==> src/rtl/executor_move_multi.sv <==
// Multi-step move executor: applies a direction/step-count command as a series of
// gated unit moves handed to the canvas manager. Option: EXECUTOR_MOVE_TIMEOUT_EN.
package executor_move_multi_pkg;
    typedef enum logic [1:0] {eNonDir, eDown, eLeft, eRight} direction_e;
endpackage

module executor_move_multi
    import executor_move_multi_pkg::*;
#(
    parameter int width_p     = 16,
    parameter int height_p    = 32,
    parameter int max_steps_p = 32,
    parameter int timeout_p   = 64,
    localparam int XW = $clog2(width_p) + 1,
    localparam int YW = $clog2(height_p) + 1,
    localparam int SW = $clog2(max_steps_p) + 1,
    localparam int PW = XW + YW
) (
    input  logic          clk_i,
    input  logic          reset_n_i,
    input  logic          v_i,
    input  direction_e    direction_i,
    input  logic [SW-1:0] steps_i,
    input  logic          abort_i,
    input  logic [PW-1:0] pos_i,          // {y, x}
    input  logic [2:0]    move_avail_i,
    input  logic          cm_is_ready_i,
    output logic [PW-1:0] new_pos_o,      // {y, x}
    output logic          new_pos_v_o,
    output logic          busy_o,
    output logic          done_o,
    output logic          blocked_o,
    output logic [SW-1:0] steps_done_o
`ifdef EXECUTOR_MOVE_TIMEOUT_EN
    ,
    output logic          timeout_o
`endif
);

    typedef enum logic [2:0] {eIDLE, eCheck, eWrite, eWait, eDone} state_e;

    state_e        state_q, state_n;
    direction_e    dir_q;
    logic [SW-1:0] req_q;
    logic [SW-1:0] cnt_q;
    logic          abort_q;
    logic          blocked_q;
    logic          avail_sel;
    logic          abort_now;
    logic [XW-1:0] x_cur, x_nxt;
    logic [YW-1:0] y_cur, y_nxt;
    logic [SW-1:0] req_clamped;

    assign x_cur       = new_pos_o[XW-1:0];
    assign y_cur       = new_pos_o[PW-1:XW];
    assign abort_now   = abort_i | abort_q;
    assign busy_o      = (state_q != eIDLE);
    assign new_pos_v_o = (state_q == eWrite);
    assign req_clamped = (steps_i > SW'(max_steps_p)) ? SW'(max_steps_p) : steps_i;

`ifdef EXECUTOR_MOVE_TIMEOUT_EN
    localparam int TW = $clog2(timeout_p) + 1;
    logic [TW-1:0] wd_cnt_q;
    logic          wd_expire;
    logic          timed_out_q;

    assign wd_expire = (wd_cnt_q == TW'(timeout_p - 1));

    always_ff @(posedge clk_i or negedge reset_n_i) begin
        if (!reset_n_i) begin
            wd_cnt_q    <= '0;
            timed_out_q <= 1'b0;
            timeout_o   <= 1'b0;
        end else begin
            timeout_o <= (state_q == eDone) && timed_out_q;
            if (state_q == eIDLE && v_i) begin
                timed_out_q <= 1'b0;
            end
            if (state_q == eWrite) begin
                wd_cnt_q <= '0;
            end else if (state_q == eWait && !cm_is_ready_i) begin
                wd_cnt_q <= wd_cnt_q + 1'b1;
                if (wd_expire) begin
                    timed_out_q <= 1'b1;
                end
            end
        end
    end
`else
    logic unused_timeout;
    assign unused_timeout = ^timeout_p;
`endif

    always_comb begin
        avail_sel = 1'b0;
        x_nxt     = x_cur;
        y_nxt     = y_cur;
        case (dir_q)
            eDown: begin
                avail_sel = move_avail_i[2];
                y_nxt     = y_cur + 1'b1;
            end
            eLeft: begin
                avail_sel = move_avail_i[0];
                x_nxt     = x_cur - 1'b1;
            end
            eRight: begin
                avail_sel = move_avail_i[1];
                x_nxt     = x_cur + 1'b1;
            end
            default: ;
        endcase
    end

    always_comb begin
        state_n = state_q;
        case (state_q)
            eIDLE: begin
                if (v_i) begin
                    state_n = (direction_i == eNonDir || steps_i == '0) ? eDone : eCheck;
                end
            end
            eCheck: begin
                if (abort_now || !avail_sel) state_n = eDone;
                else                         state_n = eWrite;
            end
            eWrite: state_n = eWait;
            eWait: begin
                if (cm_is_ready_i) begin
                    state_n = (cnt_q == req_q) ? eDone : eCheck;
                end
`ifdef EXECUTOR_MOVE_TIMEOUT_EN
                else if (wd_expire) begin
                    state_n = eDone;
                end
`endif
            end
            eDone:   state_n = eIDLE;
            default: state_n = eIDLE;
        endcase
    end

    always_ff @(posedge clk_i or negedge reset_n_i) begin
        if (!reset_n_i) begin
            state_q      <= eIDLE;
            new_pos_o    <= '0;
            dir_q        <= eNonDir;
            req_q        <= '0;
            cnt_q        <= '0;
            abort_q      <= 1'b0;
            blocked_q    <= 1'b0;
            done_o       <= 1'b0;
            blocked_o    <= 1'b0;
            steps_done_o <= '0;
        end else begin
            state_q   <= state_n;
            done_o    <= (state_q == eDone);
            blocked_o <= (state_q == eDone) && blocked_q;
            case (state_q)
                eIDLE: begin
                    if (v_i) begin
                        new_pos_o <= pos_i;
                        dir_q     <= direction_i;
                        req_q     <= req_clamped;
                        cnt_q     <= '0;
                        abort_q   <= 1'b0;
                        blocked_q <= 1'b0;
                    end
                end
                eCheck: begin
                    // abort takes precedence over an unavailable move
                    blocked_q <= !abort_now && !avail_sel;
                    if (!abort_now && avail_sel) begin
                        new_pos_o <= {y_nxt, x_nxt};
                    end
                end
                eWrite: begin
                    cnt_q <= cnt_q + 1'b1;
                    if (abort_i) abort_q <= 1'b1;
                end
                eWait: begin
                    if (abort_i) abort_q <= 1'b1;
                end
                eDone: begin
                    steps_done_o <= cnt_q;
                end
                default: ;
            endcase
        end
    end

endmodule
==> config.mk <==
export PLATFORM = sky130hd
export DESIGN_NAME = executor_move_multi
export DESIGN_NICKNAME = d
export VERILOG_FILES = /design/src/rtl/executor_move_multi.sv
export SDC_FILE = /design/constraint.sdc
export NUM_CORES = 1
export LEC_CHECK = 0
export ABC_AREA = 1
export CAP_MARGIN = 20
export CORE_ASPECT_RATIO = 0.5
export CORE_MARGIN = 3
export CORE_UTILIZATION = 28
export DETAILED_ROUTE_END_ITERATION = 7
export SLEW_MARGIN = 20
export SYNTH_ARGS = -nofsm -noshare
export SYNTH_HDL_FRONTEND = slang
export SYNTH_SLANG_ARGS = --single-unit
==> constraint.sdc <==
create_clock -name clk_i -period 3.7 [get_ports clk_i]
set_input_delay 1.11 -clock clk_i [delete_from_list [all_inputs] [get_ports clk_i]]
set_output_delay 1.11 -clock clk_i [all_outputs]
set_load 0.02 [all_outputs]
* Yosys cells after proc, flatten, opt, wreduce, memory -nomap -nowiden
Cells that the tools add are included.
** Cells by class
- Add/subtract/negate cells :: 4
- $lt $le $gt $ge :: 1
- Equality and inequality tests :: 14
- Muxes and demuxes :: 19
- Bitwise logic cells :: 1
- Reduce and logical (&&, ||, !) cells :: 22
** Operator list (number)
- 2-to-1 mux 11 bit :: 2
- one-hot mux 11 bit (2 select lines) :: 1
- 2-to-1 mux 6 bit :: 3
- 2-to-1 mux 3 bit :: 5
- adder 6 x 1 -> 6 bit (second input constant) :: 2
- one-hot mux 3 bit (4 select lines) :: 1
- one-hot mux 6 bit (2 select lines) :: 1
- one-hot mux 5 bit (2 select lines) :: 1
- AND reduction 2 bit :: 4
- AND reduction 4 bit :: 2
- equality test 3 x 2 -> 1 bit (second input constant) :: 2
- equality test 6 bit :: 1
- greater-than comparator 6 bit (second input constant) :: 1
- zero test 6 bit :: 1
- inequality test 2 bit (second input constant) :: 3
- nonzero test 2 bit :: 3
- adder 5 x 1 -> 5 bit (second input constant) :: 1
- subtractor 5 x 1 -> 5 bit (second input constant) :: 1
- equality test 2 bit (second input constant) :: 2
- inequality test 2 x 1 -> 1 bit (second input constant) :: 2
- one-hot mux 1 bit (2 select lines) :: 2
- equality test 3 x 1 -> 1 bit (second input constant) :: 1
- equality test 3 bit (second input constant) :: 1
- logical AND 1 bit :: 3
- other kinds (12) :: 15
** Storage, ports and cells
- Flip-flop bits (word level) :: 38
- Bits of input ports :: 27
- Output and inout bits :: 21
- Logic and storage cells :: 72

* Logic depth before layout (Yosys ltp)
Gate-level depths: netlist (run 1).
- Depth in word-level cells :: 6
- Mapped depth :: 9
- Gate-level depth less buffers :: 9

* Worst setup path before layout (run 1)
Ideal clock, no wire load.
- Kind :: reg-to-output
- From :: reg state_q[1]
- To :: out new_pos_v_o
- Arrival :: 828 ps
- Data required time :: 2590 ps
- Slack :: 1762 ps
- Cell stages (with the launch flop) :: 5
- Path buffers :: 0
- Path through :: dfrtp_1 inv_1 nor2_1 nand2_1 inv_2
** On the way
- Longest elaborated chain between the ends :: 1
** Ends and longest elaborated chain
- from (decl) :: line 42 : state_e state_q, state_n;
- from (signal assigned) :: line 145 : state_q <= eIDLE;
- from (signal assigned) :: line 156 : state_q <= state_n;
- equality test 3 x 2 -> 1 bit :: line 58 : assign new_pos_v_o = (state_q == eWrite);
- to (decl) :: line 29 : output logic new_pos_v_o,
No other way between the ends.

* Worst setup path in the final report (run 1)
Ends and elaborated chain as after synthesis.

==> impl_results.md, run 1 <==
- Status: complete, no violations
- Via count: 1,915
- Met3 wire length: 182 um
- Die height: 67.9 um
- Pleak: ~1.4 nW
- Number of buffers added on ports: 47
- PD cells: 852 nW/um^2
- Setup TNS: 0 ns
- Synth unique cells: 24
- Post CTS Setup Buffer Count: 0
- DIE AREA: between 8000 and 9000 um^2
- Max layer used: met4
- Worst-Margin Slew: 0.844 ns
- Root Buffer Master: clkbuf_16
- Max clock buf depth: 2
- Clock-pin slew on the worst setup and hold paths: 0.06 ns
- All-Layer GR Usage: 0.121
- Sw Ratio: 0.419
- DIE WIDTH: 130 um
- Routed Antenna Nets: 0
- H-tree depth: 2
- Hold path startpoint: steps_done_o[5]
- Fin util: 0.412
- Final Non-Filler Cells: between 400 and 500
- Sink Count: 38
- Seq pwr share: 0.279
- Number of global-route vias before repair: 1,838
- Ports: 48
- Worst reg2reg endpoint: new_pos_o[3]
- Setup Skew: 0.00538 ns
- Layout net count: 375
- Routed len/inst: 11.6 um
- Syn. warnings: 0
- DRC violations left: 0
- Hold depth: 2
- Worst flop-to-flop path startpoint: dir_q[1]
- Commonest non-fill, non-tap cell in the layout: nand2_1
- M1 WL: around 2400 um
- VDD IR max: 0.288 mV
- WHS Endpoint: steps_done_o[5]
- Post-CTS Hold Buffers: 0
- Period minus WS final: about 2.9 ns
- Post-CTS sizing: 0
- Final Slew Violations: 0
- Critical path arrival: 1.83 ns
- Slowest library cell on the worst path: clkdlybuf4s50_1
- GP Congestion: 0.821
- Synth Instances: 292
- First-pass iteration count of the detailed router: 4
- Seq/Total Area, Yosys: 0.443
- Critical-path cell list: inv_1 -> nor2_1 -> nand2_1 -> inv_2 -> clkdlybuf4s50_1
- CTS tree: done
- Hold WS: 0.484 ns
- Power Internal: 0.00143 W
- Clock network fraction of design power: 0.232
- Comb pwr share: 0.489
- Clock Latency Late Sink: 0.28 ns
- Setup crit end kind: primary output
- Initial Util: 0.305
- Vias per Instance: 4.40
- Total wire length: a little over 5000 um
- Net switching power: 0.00103 W
- Cell Area, Synth: 2140 um^2
- Seq cells post-synth: 38
- Cts bufs inserted: 5
- Layout cells sized above 1: 0.0787
- Wire length on met2: 2420 um
- Highest net fanout along the worst path: 6
- RSZ-0062 raised after global routing: no
- Crit path buf inv count: 3
- Core ar.: around 7000 um^2
- Initial antenna violation count: 0
- Avg Cell Area, Syn: 7.34 um^2
- First-pass GRT wire length: 8290 um
- Fmax: 0.340 GHz
- HPWL after detailed placement: 3820 um
- Fillers: just over 700
- Largest net degree at the start of global routing: 39
- Critical path class: flip-flop to primary output
- Tcrit/Tclk final: 0.795
- CP top delay family: buffers and inverters
- Req. time, crit path: 2.59 ns
- Reg2reg setup slack: 2.06 ns
- R2r worst-path depth: 8
- Syn Nets: approximately 330
- Min-delay worst type: flip-flop to flip-flop
- Maxcap violations: 0
- Setup violators final: 0
- Cell row count: 21
- Placed cells: 427
- Hold Fails Final Rpt: 0
- CP max stage delay: 0.63 ns
- Initial DRC Count: about 120
- Slew margin rel.: 0.438
- Commonest cells after routing, fill and taps aside: nand2_1, clkdlybuf4s50_1, dfrtp_1
- ANT cells: 0
- Congestion Overflow GR: 0
- Area overhead of the layout relative to synthesis: 35.2%
- CP Launch Type: flip-flop
[power groups by stage]
stage,combinational [W],clock [W],sequential [W]
4_1_cts,0.00123,0.000584,0.000689
2_1_floorplan,0.000769,0,0.000759
5_1_grt,0.00137,0.000598,0.000715
3_3_place_gp,0.00119,0,0.000687
6_report,0.00121,0.000573,0.000689
3_5_place_dp,0.00122,0,0.000695
[metal layers]
layer  up-vias  global-route usage
met5         -                   0
met4         0              0.0324
li1       1017                   -
met1       869               0.149
met3         4              0.0366
met2        25               0.209
[flip-flops by register name, indices dropped and copies added (netlist names)]
register,count
new_pos_o,11
cnt_q,6
req_q,6
steps_done_o,6
state_q,3
dir_q,2
abort_q,1
blocked_o,1
blocked_q,1
done_o,1
[worst reg2reg max path: stages (launching register included)]
cell	delay [ns]
dfrtp_1	0.43
nand2_1	0.18
ha_1	0.38
a21oi_1	0.21
nand3_1	0.10
nand2_1	0.06
o21ai_0	0.07
nand2_1	0.06
nand2_1	0.05
[kinds of logic (layout without fill, tap and decap cells)]
logic type,count (synthesis),in the layout,synth area share
AOI/OAI and AO/OA,36,36,0.100
DFF,38,38,0.443
buffers and inverters,42,93,0.0782
xor gates and xnor gates,2,2,0.00817
and+or+nand+nor,168,168,0.331
adders and majority gates,6,6,0.0385
[worst max path at each step]
stage / startpoint / endpoint / slack (ns) / depth (start not counted)
finish: state_q[1] / new_pos_v_o / 0.76 / 5
global route: state_q[1] / new_pos_v_o / 0.66 / 5
CTS: state_q[1] / new_pos_v_o / 0.77 / 5
detailed placement: state_q[1] / new_pos_v_o / 1.09 / 5
global placement: state_q[1] / new_pos_v_o / 1.11 / 5
floorplan: state_q[1] / new_pos_v_o / 1.76 / 4
[synthesized netlist by cell type (all sizes together)]
cell	instances	area, um^2
ha	5	62.6
a21oi	7	57.6
nand2	121	467
inv	38	143
clkbuf	1	3.75
buf	3	21.3
or2	2	12.5
nand4	1	6.26
nor2	20	77.6
o21ai	25	125
nand3	24	148
o32ai	3	26.3
fa	1	20.0
o22ai	1	6.26
xnor2	2	17.5
dfrtp	38	951
[metrics by stage]
stage          setup slack [ns]  area (um^2)  power (W)
2_1_floorplan              1.76         2140    0.00153
3_5_place_dp               1.09         2700    0.00191
6_report                  0.757         2900    0.00247
3_3_place_gp               1.11         2700    0.00187
4_1_cts                   0.774         2900    0.00250
5_1_grt                   0.664         2900    0.00269
[area by class of cell]
cell class	count	area, um^2	area share
Clock inverter	2	60.1	0.0207
Tap cell	92	115	0.0397
Sequential cell	38	951	0.328
Timing Repair Buffer	47	465	0.161
Multi-Input combinational cell	212	1030	0.354
Clock buffer	6	139	0.0479
Inverter	38	143	0.0492
No activity file was read; power rests on OpenSTA's default activity.
==> run 2, diff against run 1 <==
clock period = 2.6 ns   (was 3.7 ns; I/O delays follow)
==> run 2 against run 1 <==
  * Worst hold slack better by 0.0024 ns
  * Count of clock-buffer cells in the layout did not move
  * Utilization about the same
  * Die area stayed put
  * Critical path type unchanged
  * Highest routed layer unchanged
==> impl_results.md, run 2 (synthesis gave the netlist of run 1 again) <==
- Fmax: 0.423 GHz
- Layout net count: 375 (unchanged)
- Maxcap violations: 0 (unchanged)
- Cts bufs inserted: 5 (unchanged)
- Area overhead of the layout relative to synthesis: 35.1% (was 35.2%)
- Clock-pin slew on the worst setup and hold paths: 0.06 ns (about the same)
- Setup violators final: 0 (unchanged)
- Min-delay worst type: flip-flop to flip-flop (unchanged)
- Commonest non-fill, non-tap cell in the layout: nand2_1 (unchanged)
- HPWL after detailed placement: 3820 um (about the same)
- GP Congestion: 0.821 (unchanged)
- Slowest library cell on the worst path: clkdlybuf4s50_1 (unchanged)
- Total wire length: 5050 um (was 5030 um)
- Core ar.: 7040 um^2 (unchanged)
- Die height: 67.9 um (unchanged)
- Setup Skew: 0.00314 ns (was 0.00538 ns)
- Commonest cells after routing, fill and taps aside: nand2_1, clkdlybuf4s50_1, dfrtp_1 (unchanged)
- PD cells: 1210 nW/um^2 (was 852 nW/um^2)
- Largest reg by FF count: new_pos_o (unchanged)
- RSZ-0062 raised after global routing: no (unchanged)
- Slew margin rel.: 0.428 (was 0.438)
- Initial antenna violation count: 0 (unchanged)
- Congestion Overflow GR: 0 (unchanged)
- Worst-Margin Slew: 0.858 ns (was 0.844 ns)
- Initial Util: 0.305 (unchanged)
- Setup TNS: 0 ns (unchanged)
- Vias per Instance: 4.43 (was 4.40)
- Routed len/inst: 11.6 um (about the same)
- Hold Fails Final Rpt: 0 (unchanged)
- Final Slew Violations: 0 (unchanged)
- Req. time, crit path: 1.82 ns (was 2.59 ns)
- CP top delay family: buffers and inverters (unchanged)
- Clock Latency Late Sink: 0.28 ns (about the same)
- Layout cells sized above 1: 0.0787 (unchanged)
- Largest net degree at the start of global routing: 39 (unchanged)
- Initial DRC Count: 112 (was 123)
- First-pass GRT wire length: 8240 um (was 8290 um)
- Post CTS Setup Buffer Count: 0 (unchanged)
- Root Buffer Master: clkbuf_16 (unchanged)
- VDD IR max: 0.332 mV (was 0.288 mV)
- Critical-path cell list: nor2_2 -> nand2_1 -> clkdlybuf4s50_1 (was inv_1 -> nor2_1 -> nand2_1 -> inv_2 -> clkdlybuf4s50_1)
- Status: complete, no violations (unchanged)
- Critical path arrival: 1.59 ns (was 1.83 ns)
- Area of the multi-input gates: 1030 um^2 (unchanged)
- ANT cells: 0 (unchanged)
- Setup crit end kind: primary output (unchanged)
- DRC violations left: 0 (unchanged)
- Highest net fanout along the worst path: 3 (was 6)
- CP Launch Type: flip-flop (unchanged)
- DIE WIDTH: 130 um (unchanged)
- Pleak: 1.44 nW (was 1.43 nW)
- CTS tree: done (unchanged)
- DIE AREA: 8810 um^2 (unchanged)
- Max FFs per register: 11 (unchanged)
- Register area: 951 um^2 (unchanged)
- Crit path buf inv count: 1 (was 3)
- All-Layer GR Usage: 0.122 (was 0.121)
- H-tree depth: 2 (unchanged)
- Post-CTS sizing: 1 (was 0)
- Period minus WS final: 2.37 ns
- First-pass iteration count of the detailed router: 4 (unchanged)
- Final Non-Filler Cells: 435 (unchanged)
- Number of buffers added on ports: 47 (unchanged)
- Tcrit/Tclk final: 0.910
- Placed cells: 427 (unchanged)
- Number of global-route vias before repair: 1,802 (was 1,838)
- CP max stage delay: 0.57 ns (was 0.63 ns)
- Critical path class: flip-flop to primary output (unchanged)
- Max clock buf depth: 2 (unchanged)
- Routed Antenna Nets: 0 (unchanged)
- Cell row count: 21 (unchanged)
- Fillers: 725 (was 720)
- Via count: 1,929 (was 1,915)
- Post-CTS Hold Buffers: 0 (unchanged)
- Ports: 48 (unchanged)
- Sink Count: 38 (unchanged)
## run 2: routing by layer
metal	GRT usage	wire length, um	up-vias
met5	0	0	-
met4	0.0466	80	0
met3	0.0366	217	6
met2	0.206	2370	36
met1	0.149	2380	877
li1	-	-	1010
## run 2: where the power goes
group / leakage [nW] / internal, W / switching [W] / total, W
Sequential: 0.497 / 0.000797 / 0.000179 / 0.000977
Clock: 0.0971 / 0.000576 / 0.000236 / 0.000812
Combinational: 0.844 / 0.000665 / 0.00106 / 0.00172
## run 2: layout make-up
type / instances / share of cell area
clock buffer: 6 / 0.0479
clock inverter: 2 / 0.0207
inverter: 38 / 0.0492
multi-input combinational: 212 / 0.354
sequential: 38 / 0.328
tap: 92 / 0.0397
timing repair buffer: 47 / 0.160
## run 2: stage by stage
stage,worst slack [ns],hold slack (ns),total power (W),utilization,instance area (um^2)
floorplan,0.992,0.460,0.00217,-,2140
global placement,0.345,0.471,0.00267,0.383,2700
detailed placement,0.306,0.475,0.00272,0.383,2700
CTS,0.221,0.489,0.00354,0.412,2900
global route,0.161,0.523,0.00381,0.412,2900
finish,0.235,0.486,0.00351,0.412,2900
## run 2: worst register-to-register path, cell delays in order, from the launching register on
cell and delay [ns]:
dfrtp_1 0.42, nand2_1 0.18, ha_1 0.38, a21oi_1 0.23, nand3_1 0.11, nand2_1 0.07, o21ai_0 0.07, nand2_1 0.06
nand2_1 0.05
## run 2: path summary, 6_finish.rpt
kind                            startpoint         endpoint  slack, ns  depth (start not counted)
max reg2reg                       dir_q[1]     new_pos_o[3]       0.94                          8
min                        steps_done_o[5]  steps_done_o[5]       0.49                          2
max in group asynchronous        reset_n_i     new_pos_o[7]       1.45                          1
min reg2reg                steps_done_o[5]  steps_done_o[5]       0.49                          2
min in group asynchronous        reset_n_i         req_q[1]       0.61                          1
max                             state_q[0]           busy_o       0.23                          3
